$ cat src/rtl/mips_cpu_control_fsm.sv
// mips_cpu_control_fsm: multicycle MIPS control unit.
// Sequences FETCH -> DECODE -> EXEC1 -> EXEC2 per instruction and decodes
// opcode/fncode into datapath strobes and mux selects. The only sequential
// state is the FSM register, the memory-wait watchdog and the sticky cause flags.
// Optional feature: define MIPS_CPU_CTRL_TRAP_EN to halt with trap=1 on an
// illegal instruction; left undefined, illegal instructions run as a NOP.
//
// Memory handshake: memread/memwrite are held high for the whole access. The
// access completes in the first cycle it is presented with waitrequest=0; any
// cycle with waitrequest=1 repeats the same access and the FSM does not advance.
module mips_cpu_control_fsm #(
  parameter int ALUOP_W      = 4,
  parameter int WAIT_TIMEOUT = 0
) (
  input  logic               clk,
  input  logic               reset,
  input  logic               waitrequest,
  input  logic [5:0]         opcode,
  input  logic [5:0]         fncode,
  input  logic               halt_req,
  output logic [2:0]         state,
  output logic               active,
  output logic [1:0]         regdst,
  output logic               regwrite,
  output logic               irwrite,
  output logic               pcwrite,
  output logic               pcwritecond,
  output logic               jump,
  output logic               memread,
  output logic               memwrite,
  output logic               branch_ne,
  output logic               iord,
  output logic               alusrca,
  output logic [1:0]         pcsource,
  output logic [1:0]         memtoreg,
  output logic [1:0]         alusrcb,
  output logic [ALUOP_W-1:0] aluop,
  output logic               trap,
  output logic               timeout
);

  localparam logic [2:0] S_FETCH  = 3'd0;
  localparam logic [2:0] S_DECODE = 3'd1;
  localparam logic [2:0] S_EXEC1  = 3'd2;
  localparam logic [2:0] S_EXEC2  = 3'd3;
  localparam logic [2:0] S_HALT   = 3'd4;

  localparam logic [5:0] OP_RTYPE = 6'h00;
  localparam logic [5:0] OP_J     = 6'h02;
  localparam logic [5:0] OP_JAL   = 6'h03;
  localparam logic [5:0] OP_BEQ   = 6'h04;
  localparam logic [5:0] OP_BNE   = 6'h05;
  localparam logic [5:0] OP_ADDIU = 6'h09;
  localparam logic [5:0] OP_LW    = 6'h23;
  localparam logic [5:0] OP_SW    = 6'h2B;

  localparam logic [5:0] FN_JR    = 6'h08;
  localparam logic [5:0] FN_JALR  = 6'h09;
  localparam logic [5:0] FN_ADDU  = 6'h21;
  localparam logic [5:0] FN_SUBU  = 6'h23;
  localparam logic [5:0] FN_AND   = 6'h24;
  localparam logic [5:0] FN_OR    = 6'h25;
  localparam logic [5:0] FN_XOR   = 6'h26;

  localparam logic [ALUOP_W-1:0] ALU_ADD = ALUOP_W'(0);
  localparam logic [ALUOP_W-1:0] ALU_SUB = ALUOP_W'(1);
  localparam logic [ALUOP_W-1:0] ALU_FN  = ALUOP_W'(2);

  // Watchdog sizing; with WAIT_TIMEOUT=0 the counter exists but never expires.
  localparam int              WD_W      = (WAIT_TIMEOUT > 0) ? $clog2(WAIT_TIMEOUT + 1) : 1;
  localparam logic            WD_EN     = (WAIT_TIMEOUT > 0);
  localparam int              WD_LAST   = (WAIT_TIMEOUT > 0) ? WAIT_TIMEOUT - 1 : 0;
  localparam logic [WD_W-1:0] WD_LAST_V = WD_LAST[WD_W-1:0];

  logic [2:0]      state_q, state_d;
  logic [WD_W-1:0] wd_q, wd_d;
  logic            timeout_q, timeout_d;
  logic            is_r_alu, is_jr, is_jalr, is_addiu, is_lw, is_sw;
  logic            is_beq, is_bne, is_j, is_jal, is_jump;
  logic            mem_wait, wd_expire;
`ifdef MIPS_CPU_CTRL_TRAP_EN
  logic            trap_q, trap_d;
  logic            is_legal;
`endif

  // Instruction decode from the instruction register fields.
  always_comb begin
    is_r_alu = (opcode == OP_RTYPE) &&
               ((fncode == FN_ADDU) || (fncode == FN_SUBU) || (fncode == FN_AND) ||
                (fncode == FN_OR)   || (fncode == FN_XOR));
    is_jr    = (opcode == OP_RTYPE) && (fncode == FN_JR);
    is_jalr  = (opcode == OP_RTYPE) && (fncode == FN_JALR);
    is_addiu = (opcode == OP_ADDIU);
    is_lw    = (opcode == OP_LW);
    is_sw    = (opcode == OP_SW);
    is_beq   = (opcode == OP_BEQ);
    is_bne   = (opcode == OP_BNE);
    is_j     = (opcode == OP_J);
    is_jal   = (opcode == OP_JAL);
    is_jump  = is_jr || is_jalr || is_j || is_jal;
`ifdef MIPS_CPU_CTRL_TRAP_EN
    is_legal = is_r_alu || is_jr || is_jalr || is_addiu || is_lw || is_sw ||
               is_beq || is_bne || is_j || is_jal;
`endif
  end

  // Watchdog: counts consecutive stalled memory-access cycles.
  always_comb begin
    mem_wait  = waitrequest &&
                ((state_q == S_FETCH) ||
                 ((state_q == S_EXEC1) && is_lw) ||
                 ((state_q == S_EXEC2) && is_sw));
    wd_expire = WD_EN && mem_wait && (wd_q == WD_LAST_V);
    if (!waitrequest)
      wd_d = '0;
    else if (WD_EN && mem_wait)
      wd_d = wd_q + WD_W'(1);
    else
      wd_d = wd_q;
  end

  // Next-state logic and sticky cause flags.
  always_comb begin
    state_d   = state_q;
    timeout_d = timeout_q | wd_expire;
`ifdef MIPS_CPU_CTRL_TRAP_EN
    trap_d    = trap_q;
`endif
    case (state_q)
      S_FETCH: begin
        if (wd_expire)
          state_d = S_HALT;
        else if (!waitrequest)
          state_d = S_DECODE;
      end
      S_DECODE: state_d = S_EXEC1;
      S_EXEC1: begin
        state_d = S_EXEC2;
        if (is_lw && waitrequest) state_d = S_EXEC1;
        if (wd_expire) state_d = S_HALT;
`ifdef MIPS_CPU_CTRL_TRAP_EN
        if (!is_legal) begin
          state_d = S_HALT;
          trap_d  = 1'b1;
        end
`endif
      end
      S_EXEC2: begin
        state_d = S_FETCH;
        if (is_sw && waitrequest) state_d = S_EXEC2;
        if (is_jump && halt_req) state_d = S_HALT;
        if (wd_expire) state_d = S_HALT;
      end
      S_HALT:  state_d = S_HALT;
      default: state_d = S_FETCH;
    endcase
  end

  // State, watchdog and flag registers with synchronous reset.
  always_ff @(posedge clk) begin
    if (reset) begin
      state_q   <= S_FETCH;
      wd_q      <= '0;
      timeout_q <= 1'b0;
`ifdef MIPS_CPU_CTRL_TRAP_EN
      trap_q    <= 1'b0;
`endif
    end else begin
      state_q   <= state_d;
      wd_q      <= wd_d;
      timeout_q <= timeout_d;
`ifdef MIPS_CPU_CTRL_TRAP_EN
      trap_q    <= trap_d;
`endif
    end
  end

  // Datapath strobes and mux selects, combinational from state and IR fields.
  always_comb begin
    regdst      = 2'd0;
    regwrite    = 1'b0;
    irwrite     = 1'b0;
    pcwrite     = 1'b0;
    pcwritecond = 1'b0;
    jump        = 1'b0;
    memread     = 1'b0;
    memwrite    = 1'b0;
    branch_ne   = 1'b0;
    iord        = 1'b0;
    alusrca     = 1'b0;
    pcsource    = 2'd0;
    memtoreg    = 2'd0;
    alusrcb     = 2'd0;
    aluop       = ALU_ADD;
    case (state_q)
      S_FETCH: begin
        memread = 1'b1;
        alusrcb = 2'd1;
        irwrite = !waitrequest;
        pcwrite = !waitrequest;
      end
      S_DECODE: alusrcb = 2'd3;
      S_EXEC1, S_EXEC2: begin
        if (is_r_alu) begin
          regdst  = 2'd1;
          alusrca = 1'b1;
          aluop   = ALU_FN;
        end
        if (is_jr) pcsource = 2'd3;
        // JALR takes its target from the register path just like JR.
        if (is_jalr) begin
          regdst   = 2'd1;
          memtoreg = 2'd2;
          pcsource = 2'd3;
        end
        if (is_addiu) begin
          alusrca = 1'b1;
          alusrcb = 2'd2;
        end
        if (is_lw) begin
          iord     = 1'b1;
          alusrca  = 1'b1;
          alusrcb  = 2'd2;
          memtoreg = 2'd1;
        end
        if (is_sw) begin
          iord    = 1'b1;
          alusrca = 1'b1;
          alusrcb = 2'd2;
        end
        if (is_beq || is_bne) begin
          alusrca   = 1'b1;
          aluop     = ALU_SUB;
          pcsource  = 2'd1;
          branch_ne = is_bne;
        end
        if (is_j) pcsource = 2'd2;
        if (is_jal) begin
          pcsource = 2'd2;
          regdst   = 2'd2;
          memtoreg = 2'd2;
        end
        if (state_q == S_EXEC1) begin
          regwrite = is_jalr || is_jal;
          memread  = is_lw;
        end else begin
          regwrite    = is_r_alu || is_addiu || is_lw;
          jump        = is_jump;
          memwrite    = is_sw;
          pcwritecond = is_beq || is_bne;
        end
      end
      default: ;
    endcase
    // Reset abandons the instruction; an expiring watchdog drops the pending access.
    if (reset || wd_expire) begin
      regwrite    = 1'b0;
      irwrite     = 1'b0;
      pcwrite     = 1'b0;
      pcwritecond = 1'b0;
      jump        = 1'b0;
      memread     = 1'b0;
      memwrite    = 1'b0;
    end
  end

  assign state   = state_q;
  assign active  = !reset && (state_q != S_HALT);
  assign timeout = timeout_q;
`ifdef MIPS_CPU_CTRL_TRAP_EN
  assign trap    = trap_q;
`else
  assign trap    = 1'b0;
`endif

endmodule

$ cat config.mk
export PLATFORM = sky130hd
export DESIGN_NAME = mips_cpu_control_fsm
export DESIGN_NICKNAME = d
export VERILOG_FILES = /design/src/rtl/mips_cpu_control_fsm.sv
export SDC_FILE = /design/constraint.sdc
export NUM_CORES = 1
export LEC_CHECK = 0
export BUFFER_PORTS_ARGS = -buffer_cell sky130_fd_sc_hd__buf_2
export CAP_MARGIN = 25
export CORE_ASPECT_RATIO = 0.9
export CORE_MARGIN = 3
export CORE_UTILIZATION = 34
export CTS_CLUSTER_DIAMETER = 120
export DETAILED_ROUTE_END_ITERATION = 10
export PLACE_DENSITY_LB_ADDON = 0.3
export SLEW_MARGIN = 15
export SYNTH_ARGS = -nofsm -noshare
export SYNTH_HDL_FRONTEND = slang
export SYNTH_SLANG_ARGS = --single-unit
$ cat constraint.sdc
create_clock -name clk -period 1.5 [get_ports clk]
set_input_delay 0.15 -clock clk [delete_from_list [all_inputs] [get_ports clk]]
set_output_delay 0.15 -clock clk [all_outputs]
set_load 0.01 [all_outputs]
After elaboration in Yosys (flattened, before gate mapping)
Index checks and enable logic that the tools add are counted.

Output and inout port bits: 28. Bits of input ports: 16. Register bits: 3. Logic and storage cells: 98.

Equality and inequality tests: 20. Muxes and demuxes: 54. Reductions and logical operators: 23.

Operators by type and width (count): 6-bit == test, second input constant (7); 2-bit 2-to-1 mux (18); 1-bit 2-to-1 mux (29); 6-bit by 4-bit == test with 1-bit output, second input constant (3); 3-bit one-hot mux with 5 select lines (1); 6-bit by 2-bit == test with 1-bit output, second input constant (2); 6-bit by 3-bit == test with 1-bit output, second input constant (2); 1-bit logical OR (11); 4-bit 2-to-1 mux (2); 1-bit logical AND (7); 3-bit by 2-bit == test with 1-bit output, second input constant (2); 6-bit logical NOT (1); 3-bit 2-to-1 mux (2); 2-bit one-hot mux with 3 select lines (1); 3-bit by 1-bit == test with 1-bit output, second input constant (1); 3-bit == test, second input constant (1); 3-bit logical NOT (1); 3-bit != test, second input constant (1); 1-bit logical NOT (2); 2-bit != test, second input constant (1); 1-bit one-hot mux with 2 select lines (1); 2-bit OR reduction (1).

Depth between registers and ports, before layout
Depth in word-level cells: 12. Depth in mapped cells: 6. Gate-level depth less buffers: 5.

Least setup slack after synthesis
OpenSTA, ideal clock, no wires.

Path type: reg2out. From: register state_q[1] (netlist: state[1]). To: output port regwrite. Path buffers: 2. Cell stages (with the launch flop): 6. Path slack: -0.202 ns. Arrival time: 1.552 ns. Cells stage by stage: dfxtp_1 -> clkbuf_1 -> nand2b_1 -> clkbuf_1 -> or4_4 -> a21oi_2.

Word-level cells in the longest chain between the ends: 4. Elaborated cells between the ends (all ways): 6. Those cells by class: eq/ne: 2; mux: 3; reduce/logical: 1.

Ends and longest elaborated chain: start: declaration (line 75) `logic [2:0] state_q, state_d;`; start signal: assignment (line 169) `state_q <= state_d;`; 3-bit by 2-bit == test with 1-bit output (on tied branches) (line 195, 243); 1-bit 2-to-1 mux or 2-bit OR reduction (tied branches) (line 243, 195); 1-bit 2-to-1 mux (*) (line 195) `case (state_q)`; 1-bit 2-to-1 mux (*) (line 256) `if (reset || wd_expire) begin`; end: declaration (line 24) `output logic regwrite,`.

Every way passes the cells marked *; elsewhere a longest branch is shown, timed or not.

Final worst setup path
From: input port fncode[5]. To: output port regwrite.

Word-level cells in the longest chain between the ends: 11. Elaborated cells between the ends (all ways): 18. Those cells by class: eq/ne: 6; mux: 3; reduce/logical: 9.

Ends and longest elaborated chain: start: declaration (line 19) `input logic [5:0] fncode,`; 6-bit == test (line 89) `((fncode == FN_ADDU) || (fncode == FN_SUBU) || (fncode == FN_AND) ||`; 1-bit logical OR (3 in a row) (line 89); 1-bit logical OR (line 90) `(fncode == FN_OR) || (fncode == FN_XOR));`; 1-bit logical AND (line 88) `is_r_alu = (opcode == OP_RTYPE) &&`; 1-bit logical OR (2 in a row) (line 247) `regwrite = is_r_alu || is_addiu || is_lw;`; 1-bit 2-to-1 mux (*) (line 243) `if (state_q == S_EXEC1) begin`; 1-bit 2-to-1 mux (*) (line 195); 1-bit 2-to-1 mux (*) (line 256).

Marked as above.

==> flow_summary.yaml <==
worst_setup_path:
  path_max_fanout: 2
  cp-end-kind: "output port"
  arrival_ns: 1.69
  rrSetupSlack_ns: 0.32
  cp.required_ns: 1.35
  worstSetupPathType: "in2out"
  startpoint_type: "input port"
floorplan:
  die_w_um: 48.32
  fp.dieH_um: 44.09
  rows: 13
  core_area_mm2: 0.001480
  initial_core_util: 0.3702
  ioPinCount: 44
  dieArea_mm2: 0.002130
synthesis:
  synthesis.area_um2: 548.0
  synth_top_cell_area_share: 0.1096
  ys.warnings.count: 0
  synthCells: 82
  yosysUniqueCellTypes: 37
  yosysMostFrequentCell: "nor2_1"
  async_flop_share: 0
  postSynthAreaPerCell_um2: 6.683
  synthTopCellsByArea: "dfxtp_1 (11%), nor2_1 (7.5%), buf_4 (6.8%), nand2_1 (6.2%), nor3_1 (5.5%)"
  ys_ff_latch: 3
  synth-main-ff-cell: "dfxtp_1"
  synth_largest_area_cell: "dfxtp_1"
  synth_edf_count: 0
  ys_top_cells_by_count: "nor2_1 (11), nand2_1 (9), nor3_1 (6)"
  seq_area_frac_synth: 0.1096
clock_network:
  clock_latency_ns: 0.24
  root_buffer: "clkbuf_4"
  ctsHoldBuffers: 0
  cts_buffer_depth: 2
  tritoncts: "built"
  cts_buffers: 3
  cts_sinks: 3
  clk_pin_slew_ns: 0.04
  htreeDepth: 1
global_routing:
  grt_use_met2: 0.3764
  antenna_found_initial: 0
  grt-busiest-layer: "met2"
  grt_max_degree: 12
  grt_pass1_wl_um: 3277
  overflow: 0
  gr-usage-all-layers: 0.1930
  met3_usage: 0.04377
  grt_util_met1: 0.2065
  grt_pass1_vias: 786
timing:
  worst_hold_slack_ns: 0.2590
  finalMaxSlewViolations: 0
  max_freq_mhz: 542.3
  finalSetupTns_ns: -1.501
  min_period_ns: 1.844
  skew_ns: 0.0005844
  fin_crit_sh: 1.229
  hold_violations: 0
  setup_slack_ns: -0.3439
  setup_viol: 8
  grt_setup_unrepaired: "yes"
detailed_routing:
  totalWireLength_um: 2268
  drtPass1Iterations: 4
  viasPerCell: 5.315
  drt_iter0_drc: 25
  vias: 877
  drtAntennaViolNets: 0
  wl_per_cell_um: 13.75
  drcViolationCount: 0
pwr:
  power.density_mw_per_mm2: 435.1
  power_leakage_nw: 0.5277
  ir_drop_mv: 0.2282
finish:
  drive_above_1_share: 0.6294
  area_growth_syn_to_layout_pct: 99.77
  fin_nets: 160
  largest_reg_flops: 3
  diodes: 0
placed_design:
  dp_hpwl_um: 1543
  place_worst_setup_slack_ns: -0.3649
  port_buffers: 39
  gp_congestion: 0.8475
run_status:
  outcome: "finished, violations left"
  violations: "setup timing"
flow_run:
  drv_cap: 0
worst_hold_path:
  hold_path.class: "in2reg"
-- routing by layer --
layer  part of all wire  wire, um  vias to the layer above
met5                  0         0                        -
met1               0.37       830                      403
met4              0.024        55                        0
li1                   -         -                      414
met3              0.085       193                        8
met2               0.52      1188                       52
-- cells in the final DEF (no fill, tap or decap), types with 2 or more instances in the layout --
cell type,synthesis,routed
a22oi_2,1,2
nor3_1,6,5
nor2_4,0,2
a21o_1,2,2
nand2_1,9,9
or4_4,2,2
nor4_1,3,2
nor2b_4,1,2
nand3_1,2,2
nor2_1,11,8
conb_1,1,4
and4b_1,2,2
nor2b_1,3,2
buf_6,0,10
buf_2,3,34
clkbuf_4,0,3
buf_4,5,22
dfxtp_1,3,2
a21oi_1,4,3
-- stage by stage --
stage | power, W | util | instance area, um^2 | cells
floorplan | 0.0001875 | - | 578.1 | 85
global placement | 0.0002624 | 0.5959 | 882.1 | 154
detailed placement | 0.0002675 | 0.5959 | 882.1 | 154
CTS | 0.0004311 | 0.6627 | 980.9 | 164
global route | 0.0005108 | 0.7396 | 1095 | 165
finish | 0.0004763 | 0.7396 | 1095 | 165
-- where the power goes --
group          switching, W  leakage (nW)  internal [W]
clock network     0.0000482        0.0150      0.000100
logic              0.000118         0.488      0.000119
registers        0.00000583        0.0250     0.0000855
total              0.000172         0.528      0.000304
-- area by class of cell --
class | instances | area, um^2
clock buffers | 4 | 26.28
fillers | 117 | 385.4
multi-input cells | 70 | 531.8
flip-flops and latches | 3 | 61.31
well taps | 22 | 27.53
repair buffers | 66 | 447.9
-- path summary, 6_finish.rpt --
| check | start | end | cells past startpoint |
|---|---|---|---|
| worst max-delay path | fncode[5] | regwrite | 7 |
| worst min-delay path | reset | state[2]$_SDFFE_PP0P_ | 2 |
| worst max register to register | state[0]$_SDFFE_PP0P_ | state[2]$_SDFFE_PP0P_ | 5 |
| worst min register to register | state[2]$_SDFFE_PP0P_ | state[1]$_SDFFE_PP0P_ | 2 |
-- repair_timing --
item / 4_1_cts / 5_1_grt
pin swaps: 6 / 9
buffers inserted: 6 / 5
gates resized for setup: 6 / 23
setup endpoints to repair: 11 / 15
-- cells by family after synthesis --
kind of cell           after synthesis  synth area share
AO/OA/AOI/OAI                       16            0.2215
buffers and inverters               12            0.1233
flip-flops                           3            0.1096
multiplexers                         1           0.01827
other                                1          0.006843
AND/OR/NAND/NOR                     49            0.5206
-- worst max-delay path, cell delays in order --
cell     delay [ns]
buf_6          0.09
or4b_4         0.56
nor2b_4        0.14
a22oi_2        0.07
or4_4          0.43
a21oi_4        0.13
buf_6          0.11
Note: power is estimated with default switching activity, not from simulation.
